[src/rtl/mdr_demux_router.sv]
// Registered 1-to-N_CH operand demultiplexer with per-channel valid/ready
// holding registers, broadcast, and a sticky out-of-range select flag.
module mdr_demux_router #(
  parameter int DW   = 32,
  parameter int N_CH = 4
) (
  input  logic                          clk,
  input  logic                          rst,
  input  logic [DW-1:0]                 in_data,
  input  logic [((N_CH <= 2) ? 1 : $clog2(N_CH))-1:0] in_sel,
  input  logic                          in_bcast,
  input  logic                          in_valid,
  output logic                          in_ready,
  output logic [N_CH*DW-1:0]            out_data,
  output logic [N_CH-1:0]               out_valid,
  input  logic [N_CH-1:0]               out_ready,
  output logic                          sel_err,
  input  logic                          sel_err_clr
);

  localparam int SW = (N_CH <= 2) ? 1 : $clog2(N_CH);

  logic [N_CH*DW-1:0] data_q, data_d;
  logic [N_CH-1:0]    valid_q, valid_d;
  logic               sel_err_q, sel_err_d;

  logic [N_CH-1:0]    free;
  logic [N_CH-1:0]    load;
  logic               sel_hit;
  logic               sel_free;
  logic               accept;

  always_comb begin
    free     = ~valid_q | out_ready;
    sel_hit  = 1'b0;
    sel_free = 1'b0;
    load     = '0;
    data_d   = data_q;
    valid_d  = valid_q;
    in_ready = 1'b0;

    for (int k = 0; k < N_CH; k++) begin
      if (in_sel == SW'(k)) begin
        sel_hit  = 1'b1;
        sel_free = free[k];
      end
    end

    // Out-of-range unicast is always accepted so a bad select never stalls the source.
    if (rst)           in_ready = 1'b0;
    else if (in_bcast) in_ready = &free;
    else if (sel_hit)  in_ready = sel_free;
    else               in_ready = 1'b1;

    accept = in_valid & in_ready;

    for (int k = 0; k < N_CH; k++) begin
      load[k] = accept & (in_bcast | (sel_hit & (in_sel == SW'(k))));
      if (load[k]) begin
        data_d[k*DW +: DW] = in_data;
        valid_d[k]         = 1'b1;
      end else if (out_ready[k]) begin
        valid_d[k] = 1'b0;
      end
    end

    sel_err_d = (accept & ~in_bcast & ~sel_hit) | (sel_err_q & ~sel_err_clr);
  end

  always_ff @(posedge clk) begin
    if (rst) begin
      data_q    <= '0;
      valid_q   <= '0;
      sel_err_q <= 1'b0;
    end else begin
      data_q    <= data_d;
      valid_q   <= valid_d;
      sel_err_q <= sel_err_d;
    end
  end

  assign out_data  = data_q;
  assign out_valid = valid_q;
  assign sel_err   = sel_err_q;

endmodule

[config.mk]
export PLATFORM = sky130hd
export DESIGN_NAME = mdr_demux_router
export DESIGN_NICKNAME = d
export VERILOG_FILES = /design/src/rtl/mdr_demux_router.sv
export SDC_FILE = /design/constraint.sdc
export NUM_CORES = 1
export LEC_CHECK = 0
export BUFFER_PORTS_ARGS = -buffer_cell sky130_fd_sc_hd__buf_2
export CORE_ASPECT_RATIO = 0.7
export CORE_MARGIN = 2
export CORE_UTILIZATION = 45
export DETAILED_ROUTE_END_ITERATION = 6
export PLACE_DENSITY_LB_ADDON = 0.12
export SYNTH_ARGS = -nofsm -noshare
export SYNTH_HDL_FRONTEND = slang
export SYNTH_SLANG_ARGS = --single-unit
[constraint.sdc]
create_clock -name clk -period 2.1 [get_ports clk]
set_clock_uncertainty 0.1 [all_clocks]
set_input_delay 0.21 -clock clk [delete_from_list [all_inputs] [get_ports clk]]
set_output_delay 0.21 -clock clk [all_outputs]
set_load 0.01 [all_outputs]
==> impl_metrics.env, run 1 <==
export IMPL_status="finished clean"
export IMPL_io_buffers=176
export IMPL_ioPinCount=177
export IMPL_post_synth_num_cell_types=22
export IMPL_crit_required_ns=2.32
export IMPL_worst_skew_pair_late_latency_ns=0.40
export IMPL_r2r_cells=7
export IMPL_clk_path_buf_depth=2
export IMPL_ant_nets_after_route=0
export IMPL_depth_of_the_worst_hold_timing_path=3
export IMPL_maxClockFrequency_mhz=487.5
export IMPL_end_kind="flip-flop"
export IMPL_static_leak_nw=3.686
export IMPL_fp_dieArea_um2=12960
export IMPL_worst_pin_slew_ns=0.4551
export IMPL_antenna_found_initial=0
export IMPL_globalRoute_totalOverflow=0
export IMPL_syn_inst=480
export IMPL_clkSinkCount=133
export IMPL_cellPowerDensity_nw_per_um2=951.7
export IMPL_cts_htree_levels=4
export IMPL_cts_root_buffer="sky130_fd_sc_hd__clkbuf_16"
export IMPL_route_final_wire_length_mm=13.03
export IMPL_synth_nets=523
export IMPL_first_global_vias=3836
export IMPL_std_cell_rows=33
export IMPL_grt_total_usage_pct=19.72
export IMPL_final_common_cell="sky130_fd_sc_hd__buf_2"
export IMPL_total_number_of_yosys_warnings=0
export IMPL_initial_util_pct=46.25
export IMPL_slew_headroom_pct=69.34
export IMPL_setup_repair_after_global_routing_missed_its_margin="true"
export IMPL_final_hold_worst_slack_ns=0.02704
export IMPL_total_vias_in_the_final_route=3972
export IMPL_drc=0
export IMPL_most_common_layout_cells="sky130_fd_sc_hd__buf_2 (175), sky130_fd_sc_hd__nand2b_1 (163), sky130_fd_sc_hd__dfxtp_1 (132), sky130_fd_sc_hd__mux2i_1 (128), sky130_fd_sc_hd__clkbuf_16 (20)"
export IMPL_wire_per_inst_um=15.53
export IMPL_wire_length_of_the_first_global_routing_pass_mm=19.82
export IMPL_power_w=0.006955
export IMPL_first_iter_violations=130
export IMPL_timing_critical_path_arrival_ns=2.27
export IMPL_final_period_minus_worst_setup_slack_ns=2.051
export IMPL_max_slew_violation_total_from_the_final_report=0
export IMPL_total_cts_buffers=17
export IMPL_ir_worst_vdd_v=0.0005605
export IMPL_max_cap_viol_count=0
export IMPL_coreArea_um2=11730
export IMPL_die_h_um=95.86
export IMPL_design_area_um2=7308
export IMPL_min_from="out_ready[0]"
export IMPL_fin_ws_ns=0.04891
export IMPL_startpoint_class_of_the_critical_path="flip-flop"
export IMPL_place_ws_ns=0.02228
export IMPL_holdCritPathClass="in -> reg"
export IMPL_drive_gt1_share_pct=34.90
export IMPL_worst_r2r_setup_slack_ns=0.05
export IMPL_cts_reportedPaths_clkPinSlew_ns=0.06
export IMPL_avgViaCountPerCell=4.734
export IMPL_dp_final_hpwl_mm=8.692
export IMPL_final_hold_viol_count=0
export IMPL_syn_to_final_growth_pct=34.74
export IMPL_critical_path_reg2reg_endpoint="out_data[20]$_SDFFE_PP0P_"
export IMPL_portion_of_the_post_synthesis_area_used_by_sequential_elements_pct=49.09
export IMPL_number_of_synthesized_register_bits=133
export IMPL_setup_worst_path_class="reg -> reg"
export IMPL_reg2reg_launch_point="out_valid[2]$_SDFFE_PP0P_"
export IMPL_chipWidth_um=135.2
export IMPL_synth_area_per_cell_um2=11.30
export IMPL_crit_fanout=11
export IMPL_ant_diodes=0
export IMPL_setup_viol=0
export IMPL_replace_congestion=0.7440
export IMPL_num_nets_final=712
export IMPL_hold_end="out_valid[0]$_SDFFE_PP0P_"
export IMPL_tritoncts="done"
export IMPL_placed_area_um2=6500
export IMPL_count_of_tritonroute_iterations_in_the_first_routing_pass=4
export IMPL_post_route_period_util_pct=97.67
export IMPL_syn_cell_area_um2=5424
export IMPL_largest_net_degree_at_the_start_of_global_routing=66
==> how the worst max path moves through the flow <==
stage	from	to	slack (ns)	depth (start not counted)
2_1_floorplan	out_valid[3]$_SDFFE_PP0P_	out_data[100]$_SDFFE_PP0P_	0.16	5
3_3_place_gp	out_ready[2]	out_data[100]$_SDFFE_PP0P_	0.09	6
3_5_place_dp	out_ready[2]	out_data[8]$_SDFFE_PP0P_	0.02	6
4_1_cts	out_valid[2]$_SDFFE_PP0P_	in_ready	0.05	5
5_1_grt	out_valid[1]$_SDFFE_PP0P_	out_data[20]$_SDFFE_PP0P_	-0.01	7
6_report	out_valid[2]$_SDFFE_PP0P_	out_data[20]$_SDFFE_PP0P_	0.05	7
==> stage by stage <==
step / TNS [ns] / instances / utilization, %
floorplan: 0 / 480 / -
global placement: 0 / 795 / 55.43
detailed placement: 0 / 795 / 55.43
CTS: 0 / 831 / 61.26
global route: -0.08709 / 839 / 62.32
finish: 0 / 839 / 62.32
==> critical path, stage by stage (launching register included) <==
cell and delay, ns:
sky130_fd_sc_hd__dfxtp_2 0.32, sky130_fd_sc_hd__nand2b_1 0.11, sky130_fd_sc_hd__mux4_2 0.52, sky130_fd_sc_hd__buf_6 0.16, sky130_fd_sc_hd__o2111ai_4 0.23, sky130_fd_sc_hd__buf_4 0.17
sky130_fd_sc_hd__clkbuf_16 0.17, sky130_fd_sc_hd__mux2i_1 0.19
==> synth_stat cells (all sizes together) <==
library cell | instances | area, um2
o2111a | 2 | 22.52
buf | 15 | 161.4
nand2 | 2 | 7.510
mux4 | 1 | 22.52
clkbuf | 18 | 67.56
nor3b | 1 | 7.510
a21o | 1 | 7.510
o21ai | 3 | 15.01
a41o | 1 | 10.01
nor2 | 1 | 3.750
a21oi | 4 | 20.02
nand2b | 164 | 1033
inv | 2 | 7.510
o2111ai | 4 | 93.84
mux2i | 128 | 1281
dfxtp | 133 | 2663
==> area by class of cell <==
class / count / area (um2)
Sequential cell: 133 / 2664
Tap cell: 157 / 196.4
Multi-Input combinational cell: 312 / 2525
Timing Repair Buffer: 203 / 1267
Fill cell: 994 / 4418
Inverter: 2 / 7.507
Clock inverter: 12 / 201.4
Clock buffer: 20 / 446.7
==> cells by family (layout without fill, tap and decap cells) <==
group | after synthesis | count (layout) | share of synthesized area (%)
DFF | 133 | 133 | 49.09
and+or+nand+nor | 168 | 168 | 19.40
AOI/OAI and AO/OA | 15 | 15 | 3.114
muxes | 129 | 129 | 24.04
buffers and inverters | 35 | 237 | 4.360
==> what timing repair did <==
item	4_1_cts	5_1_grt
hold buffers	2	0
setup endpoints to repair	1	14
hold endpoints to repair	2	0
cloned	0	3
buffers inserted	2	5
pin swaps	0	1
gates resized for setup	0	5
==> registers in the layout (all words and copies together), names as in the netlist <==
name / cells
sel_err: 1
out_data: 128
out_valid: 4
==> metal layers <==
layer  up-vias  global-route usage, %  share of wire [%]  wire length (um)
met2       110                  30.41                 44              5704
met4         0                  5.642               0.65                85
met3         8                  7.004                6.7               868
met1      1867                  26.25                 49              6372
li1       1987                      -                  -                 -
met5         -                      0                  0                 0
==> power by group <==
part	switching (W)	internal [W]	leakage [nW]
registers	0.0000917	0.00270	1.09
logic	0.000476	0.000465	2.29
clock network	0.00108	0.00214	0.311
(Power assumes the default switching activity.)
==> run 2, diff against run 1 <==
--- a/config.mk
+++ b/config.mk
@@ -5,6 +5,7 @@
 export SDC_FILE = /design/constraint.sdc
 export NUM_CORES = 1
 export LEC_CHECK = 0
+export ABC_AREA = 1
 export BUFFER_PORTS_ARGS = -buffer_cell sky130_fd_sc_hd__buf_2
 export CORE_ASPECT_RATIO = 0.7
 export CORE_MARGIN = 2
==> impl_metrics.env, run 2 <==
export IMPL_globalRoute_totalOverflow=0
export IMPL_count_of_tritonroute_iterations_in_the_first_routing_pass=6
export IMPL_fin_ws_ns=0.1910
export IMPL_antenna_found_initial=1
export IMPL_holdCritPathClass="in -> reg"
export IMPL_cts_root_buffer="sky130_fd_sc_hd__clkbuf_16"
export IMPL_crit_chain="nand2_1 -> nand2_1 -> o21ai_0 -> nand2_1 -> nor2_4 -> buf_12 -> buf_2"
export IMPL_cts_htree_levels=4
export IMPL_number_of_synthesized_register_bits=133
export IMPL_num_nets_final=1246
export IMPL_synth_area_per_cell_um2=6.270
export IMPL_static_leak_nw=4.770
export IMPL_final_common_cell="sky130_fd_sc_hd__inv_1"
export IMPL_ant_diodes=0
export IMPL_post_synth_num_cell_types=18
export IMPL_die_h_um=105.2
export IMPL_maxClockFrequency_mhz=523.8
export IMPL_wire_length_of_the_first_global_routing_pass_mm=29.57
export IMPL_slew_headroom_pct=55.13
export IMPL_worst_skew_pair_late_latency_ns=0.41
export IMPL_power_w=0.006980
export IMPL_final_hold_viol_count=0
export IMPL_dp_final_hpwl_mm=11.95
export IMPL_syn_inst=1049
export IMPL_synth_async_sr_flop_share_pct=0
export IMPL_cellPowerDensity_nw_per_um2=843.7
export IMPL_portion_of_the_post_synthesis_area_used_by_sequential_elements_pct=40.48
export IMPL_route_final_wire_length_mm=18.24
export IMPL_setup_repair_after_global_routing_missed_its_margin="false"
export IMPL_tritoncts="done"
export IMPL_startpoint_class_of_the_critical_path="flip-flop"
export IMPL_drc=0
export IMPL_worst_pin_slew_ns=0.6731
export IMPL_largest_net_degree_at_the_start_of_global_routing=130
export IMPL_max_slew_violation_total_from_the_final_report=0
export IMPL_total_vias_in_the_final_route=6416
export IMPL_synthXorXnorAreaFrac_pct=0
export IMPL_syn_cell_area_um2=6578
export IMPL_drive_gt1_share_pct=20.08
export IMPL_synth_nets=1092
export IMPL_avgViaCountPerCell=4.567
export IMPL_worst_r2r_setup_slack_ns=0.30
export IMPL_synth_top_flop_cell="sky130_fd_sc_hd__dfxtp_1"
export IMPL_synth_top_family_by_area="simple AND/OR/NAND/NOR gates"
export IMPL_cpMostUsedCell="sky130_fd_sc_hd__nand2_1"
export IMPL_grt_total_usage_pct=23.54
export IMPL_number_of_flops_mapped_to_enable_cells_by_yosys=0
export IMPL_dp_cells=1371
export IMPL_final_period_minus_worst_setup_slack_ns=1.909
export IMPL_critical_path_max_stage_delay_ns=0.31
export IMPL_total_cts_buffers=17
export IMPL_setup_worst_path_class="reg -> out"
export IMPL_chipWidth_um=148.5
export IMPL_ir_worst_vdd_v=0.0006478
export IMPL_netlist_top_cells_area="sky130_fd_sc_hd__dfxtp_1 (40%), sky130_fd_sc_hd__inv_1 (17%), sky130_fd_sc_hd__nand2_1 (16%)"
export IMPL_setup_viol=0
export IMPL_timing_critical_path_arrival_ns=1.60
export IMPL_cpMaxStageDelayCell="sky130_fd_sc_hd__dfxtp_1"
export IMPL_std_cell_rows=36
export IMPL_synthAdderAreaFrac_pct=0
export IMPL_ant_nets_after_route=0
export IMPL_finalNonFillerCells=1405
export IMPL_cts_repair_resize_count=0
export IMPL_replace_congestion=0.8274
export IMPL_clk_path_buf_depth=2
export IMPL_post_synth_mux_area_share_pct=0
export IMPL_post_synth_top_area_fraction_pct=40.48
export IMPL_max_cap_viol_count=0
export IMPL_status="finished clean"
export IMPL_synth_compound_area_share_pct=0.5326
export IMPL_crit_required_ns=1.79
export IMPL_end_kind="output port"
export IMPL_simple_gate_share_of_the_synthesized_area_pct=36.62
export IMPL_yosys_top_cells_count="sky130_fd_sc_hd__inv_1 (295), sky130_fd_sc_hd__nand2_1 (273), sky130_fd_sc_hd__nor2_1 (135), sky130_fd_sc_hd__dfxtp_1 (133), sky130_fd_sc_hd__nand4_1 (128)"
export IMPL_first_iter_violations=467
export IMPL_cts_reportedPaths_clkPinSlew_ns=0.06
export IMPL_syn_to_final_growth_pct=25.78
export IMPL_coreArea_um2=14100
export IMPL_post_route_period_util_pct=90.91
export IMPL_clkSinkCount=133
export IMPL_crit_fanout=15
export IMPL_first_global_vias=5870
export IMPL_most_common_layout_cells="sky130_fd_sc_hd__inv_1 (294), sky130_fd_sc_hd__nand2_1 (273), sky130_fd_sc_hd__buf_2 (175), sky130_fd_sc_hd__nor2_1 (134), sky130_fd_sc_hd__dfxtp_1 (133)"
export IMPL_wire_per_inst_um=12.98
export IMPL_initial_util_pct=46.65
export IMPL_totalNegativeSetupSlack_ns=0
export IMPL_synth_most_common_cell="sky130_fd_sc_hd__inv_1"
export IMPL_synth_area_leader_cell="sky130_fd_sc_hd__dfxtp_1"
export IMPL_total_number_of_yosys_warnings=0
export IMPL_ioPinCount=177
export IMPL_largest_register_ff_count=128
export IMPL_io_buffers=176
export IMPL_place_ws_ns=0.2365
export IMPL_fp_dieArea_um2=15620
## run 2: cell types whose count changed after synthesis, moves of 128 or more
cell / previous run / this run
sky130_fd_sc_hd__inv_1: 2 / 295
sky130_fd_sc_hd__nor2_1: 1 / 135
sky130_fd_sc_hd__nand2_1: 2 / 273
sky130_fd_sc_hd__nand4_1: 0 / 128
sky130_fd_sc_hd__mux2i_1: 128 / 0
sky130_fd_sc_hd__nand2b_1: 163 / 0
## run 2: metrics by stage
stage	area (um2)	hold slack [ns]	util, %
2_1_floorplan	6578	0.1791	-
3_3_place_gp	7644	0.2681	54.22
3_5_place_dp	7644	0.2745	54.22
4_1_cts	8273	0.01016	58.68
5_1_grt	8273	0.04560	58.68
6_report	8273	0.01627	58.68
## run 2: power breakdown
part           internal, W  switching (W)  leakage (nW)
Clock              0.00188        0.00117         0.290
Combinational     0.000426       0.000736          3.39
Sequential         0.00269      0.0000873          1.09
Total              0.00499        0.00199          4.77
## run 2: cells by family (layout without fill, tap and decap cells)
kind of cell | Yosys count | in the layout
AO/OA/AOI/OAI | 7 | 7
buffers and inverters | 365 | 531
AND/OR/NAND/NOR | 544 | 544
flip-flops | 133 | 133
## run 2: what timing repair did
action,4_1_cts,5_1_grt
hold buffers,2,0
setup endpoints to repair,1,0
hold endpoints to repair,5,0
setup buffers,1,0
## run 2: final timing paths
| kind | from | end | cells past startpoint |
|---|---|---|---|
| worst max-delay path | out_valid[3]$_SDFFE_PP0P_ | in_ready | 7 |
| worst max register to register | out_valid[3]$_SDFFE_PP0P_ | out_data[3]$_SDFFE_PP0P_ | 10 |
| worst min register to register | sel_err$_SDFF_PP0_ | sel_err$_SDFF_PP0_ | 2 |
| worst min-delay path | out_ready[1] | out_valid[1]$_SDFFE_PP0P_ | 4 |
## run 2: final cells by class
class                   count  area, um2
fillers                  1401       5826
well taps                 190      237.7
inverters                 298       1121
clock buffers              17      425.4
repair buffers            202       1184
clock inverters            14      176.4
flip-flops and latches    133       2663
multi-input cells         551       2466
## run 2: worst max-delay path: cells and delay by family (launching register included)
family | cells | cell delay (ns)
simple gates | 4 | 0.46
compound gates | 1 | 0.14
flops | 1 | 0.31
buf+inv | 2 | 0.28
## run 2: metal layers
layer	global-route usage [%]	up-vias	share of wire, %
met3	5.721	27	7.5
met5	0	-	0
met2	35.58	211	43
met4	7.211	0	1.6
li1	-	3397	-
met1	33.11	2781	48
==> run 3, diff against run 2 <==
--- a/config.mk
+++ b/config.mk
@@ -9,7 +9,7 @@
 export BUFFER_PORTS_ARGS = -buffer_cell sky130_fd_sc_hd__buf_2
 export CORE_ASPECT_RATIO = 0.7
 export CORE_MARGIN = 2
-export CORE_UTILIZATION = 45
+export CORE_UTILIZATION = 35
 export DETAILED_ROUTE_END_ITERATION = 6
 export PLACE_DENSITY_LB_ADDON = 0.12
 export SYNTH_ARGS = -nofsm -noshare
==> impl_metrics.env, run 3 (synthesized netlist as in run 2, its figures left out) <==
export IMPL_status="finished clean"
export IMPL_replace_congestion=0.7936
export IMPL_setup_worst_path_start="out_valid[3]$_SDFFE_PP0P_"
export IMPL_route_final_wire_length_mm=20.38
export IMPL_wire_length_of_the_first_global_routing_pass_mm=31.93
export IMPL_n_fill_cell=1974
export IMPL_ir_worst_vdd_v=0.0004306
export IMPL_clk_path_buf_depth=2
export IMPL_r2r_cells=10
export IMPL_post_route_period_util_pct=94.75
export IMPL_final_period_minus_worst_setup_slack_ns=1.990
export IMPL_seqCellArea_um2=2663
export IMPL_globalRoute_totalOverflow=0
export IMPL_chipWidth_um=167.9
export IMPL_drive_gt1_share_pct=20.21
export IMPL_grt_total_usage_pct=20.53
export IMPL_worst_skew_pair_late_latency_ns=0.42
export IMPL_coreArea_um2=18210
export IMPL_std_cell_rows=41
export IMPL_setup_viol=0
export IMPL_cts_reportedPaths_clkPinSlew_ns=0.06
export IMPL_totalNegativeSetupSlack_ns=0
export IMPL_syn_to_final_growth_pct=28.31
export IMPL_cellPowerDensity_nw_per_um2=851.4
export IMPL_most_common_layout_cells="sky130_fd_sc_hd__inv_1 (294), sky130_fd_sc_hd__nand2_1 (273), sky130_fd_sc_hd__buf_2 (175), sky130_fd_sc_hd__nor2_1 (134), sky130_fd_sc_hd__dfxtp_1 (133)"
export IMPL_design_area_um2=8439
export IMPL_ant_nets_after_route=0
export IMPL_timing_critical_path_arrival_ns=1.68
export IMPL_max_cap_viol_count=0
export IMPL_depth_of_the_worst_hold_timing_path=5
export IMPL_hold_end="out_data[99]$_SDFFE_PP0P_"
export IMPL_avgViaCountPerCell=4.436
export IMPL_max_slew_violation_total_from_the_final_report=0
export IMPL_final_core_util_pct=46.34
export IMPL_first_iter_violations=433
export IMPL_first_global_vias=5819
export IMPL_die_h_um=118.7
export IMPL_cts_repair_resize_count=0
export IMPL_initial_util_pct=36.12
export IMPL_maxClockFrequency_mhz=502.6
export IMPL_worst_pin_slew_ns=0.6135
export IMPL_setup_worst_path_class="reg -> out"
export IMPL_setup_repair_after_global_routing_missed_its_margin="false"
export IMPL_largest_register_ff_count=128
export IMPL_count_of_tritonroute_iterations_in_the_first_routing_pass=4
export IMPL_drc=0
export IMPL_antenna_found_initial=0
export IMPL_startpoint_class_of_the_critical_path="flip-flop"
export IMPL_cts_root_buffer="sky130_fd_sc_hd__clkbuf_16"
export IMPL_worst_r2r_setup_slack_ns=0.20
export IMPL_crit_fanout=15
export IMPL_dp_final_hpwl_mm=13.54
export IMPL_final_hold_viol_count=0
export IMPL_min_from="in_data[3]"
export IMPL_end_kind="output port"
export IMPL_total_cts_buffers=17
export IMPL_crit_required_ns=1.79
export IMPL_holdCritPathClass="in -> reg"
export IMPL_ioPinCount=177
export IMPL_ant_diodes=0
export IMPL_reg2reg_launch_point="out_valid[3]$_SDFFE_PP0P_"
export IMPL_critical_path_reg2reg_endpoint="out_data[10]$_SDFFE_PP0P_"
export IMPL_io_buffers=176
export IMPL_clkSinkCount=133
export IMPL_final_hold_worst_slack_ns=0.07316
export IMPL_total_vias_in_the_final_route=6467
export IMPL_tritoncts="done"
export IMPL_final_common_cell="sky130_fd_sc_hd__inv_1"
export IMPL_wire_per_inst_um=13.98
export IMPL_cts_htree_levels=4
export IMPL_slew_headroom_pct=59.10
export IMPL_largest_net_degree_at_the_start_of_global_routing=130
export IMPL_placed_area_um2=7709
export IMPL_num_nets_final=1252
export IMPL_static_leak_nw=4.805
export IMPL_multi_input_area_um2=2474
export IMPL_fp_dieArea_um2=19920
export IMPL_power_w=0.007185
run 3: through the flow:
| step | worst slack (ns) | instances |
|---|---|---|
| 2_1_floorplan | 0.5505 | 1049 |
| 3_3_place_gp | 0.2025 | 1417 |
| 3_5_place_dp | 0.2083 | 1417 |
| 4_1_cts | 0.07033 | 1456 |
| 5_1_grt | 0.009157 | 1458 |
| 6_report | 0.1102 | 1458 |
run 3: repair_timing:
item / 4_1_cts / 5_1_grt
cloned: 0 / 1
endpoints found under the setup margin: 1 / 1
pin swaps: 1 / 1
endpoints found under the hold margin: 5 / 0
setup buffers: 1 / 1
hold buffers: 6 / 0
run 3: worst max path at each step:
stage / slack, ns / end / cells after the start
floorplan: 0.55 / out_data[34]$_SDFFE_PP0P_ / 10
global route: 0.009 / in_ready / 7
finish: 0.11 / in_ready / 7
detailed placement: 0.21 / out_data[8]$_SDFFE_PP0P_ / 10
CTS: 0.07 / in_ready / 7
global placement: 0.20 / out_data[8]$_SDFFE_PP0P_ / 11
run 3: layer usage:
metal  global-route usage (%)  part of all wire (%)  up-vias
met5                        0                     0        -
met1                    29.99                    50     2834
li1                         -                     -     3417
met2                    29.29                    42      195
met4                    6.522                   1.4        0
met3                    5.157                   6.7       21
run 3: layout make-up:
| type | instances | share of cell area (%) |
|---|---|---|
| clock buffer | 17 | 5.041 |
| clock inverter | 15 | 2.431 |
| inverter | 298 | 13.28 |
| multi-input combinational | 551 | 29.31 |
| sequential | 133 | 31.55 |
| tap | 236 | 3.499 |
| timing repair buffer | 208 | 14.89 |
run 3: critical path, cell delays in order, from the launching register on:
cell and delay, ns:
sky130_fd_sc_hd__dfxtp_1 0.32, sky130_fd_sc_hd__nand2_1 0.11, sky130_fd_sc_hd__nand2_1 0.07, sky130_fd_sc_hd__o21ai_0 0.15
sky130_fd_sc_hd__nand2_1 0.10, sky130_fd_sc_hd__nor2_4 0.19, sky130_fd_sc_hd__buf_12 0.17, sky130_fd_sc_hd__buf_2 0.13
run 3: where the power goes:
group / internal (W) / total (W) / leakage (nW) / switching [W]
Sequential: 0.00269 / 0.00278 / 1.09 / 0.0000905
Combinational: 0.000437 / 0.00120 / 3.42 / 0.000760
Clock: 0.00200 / 0.00321 / 0.300 / 0.00121
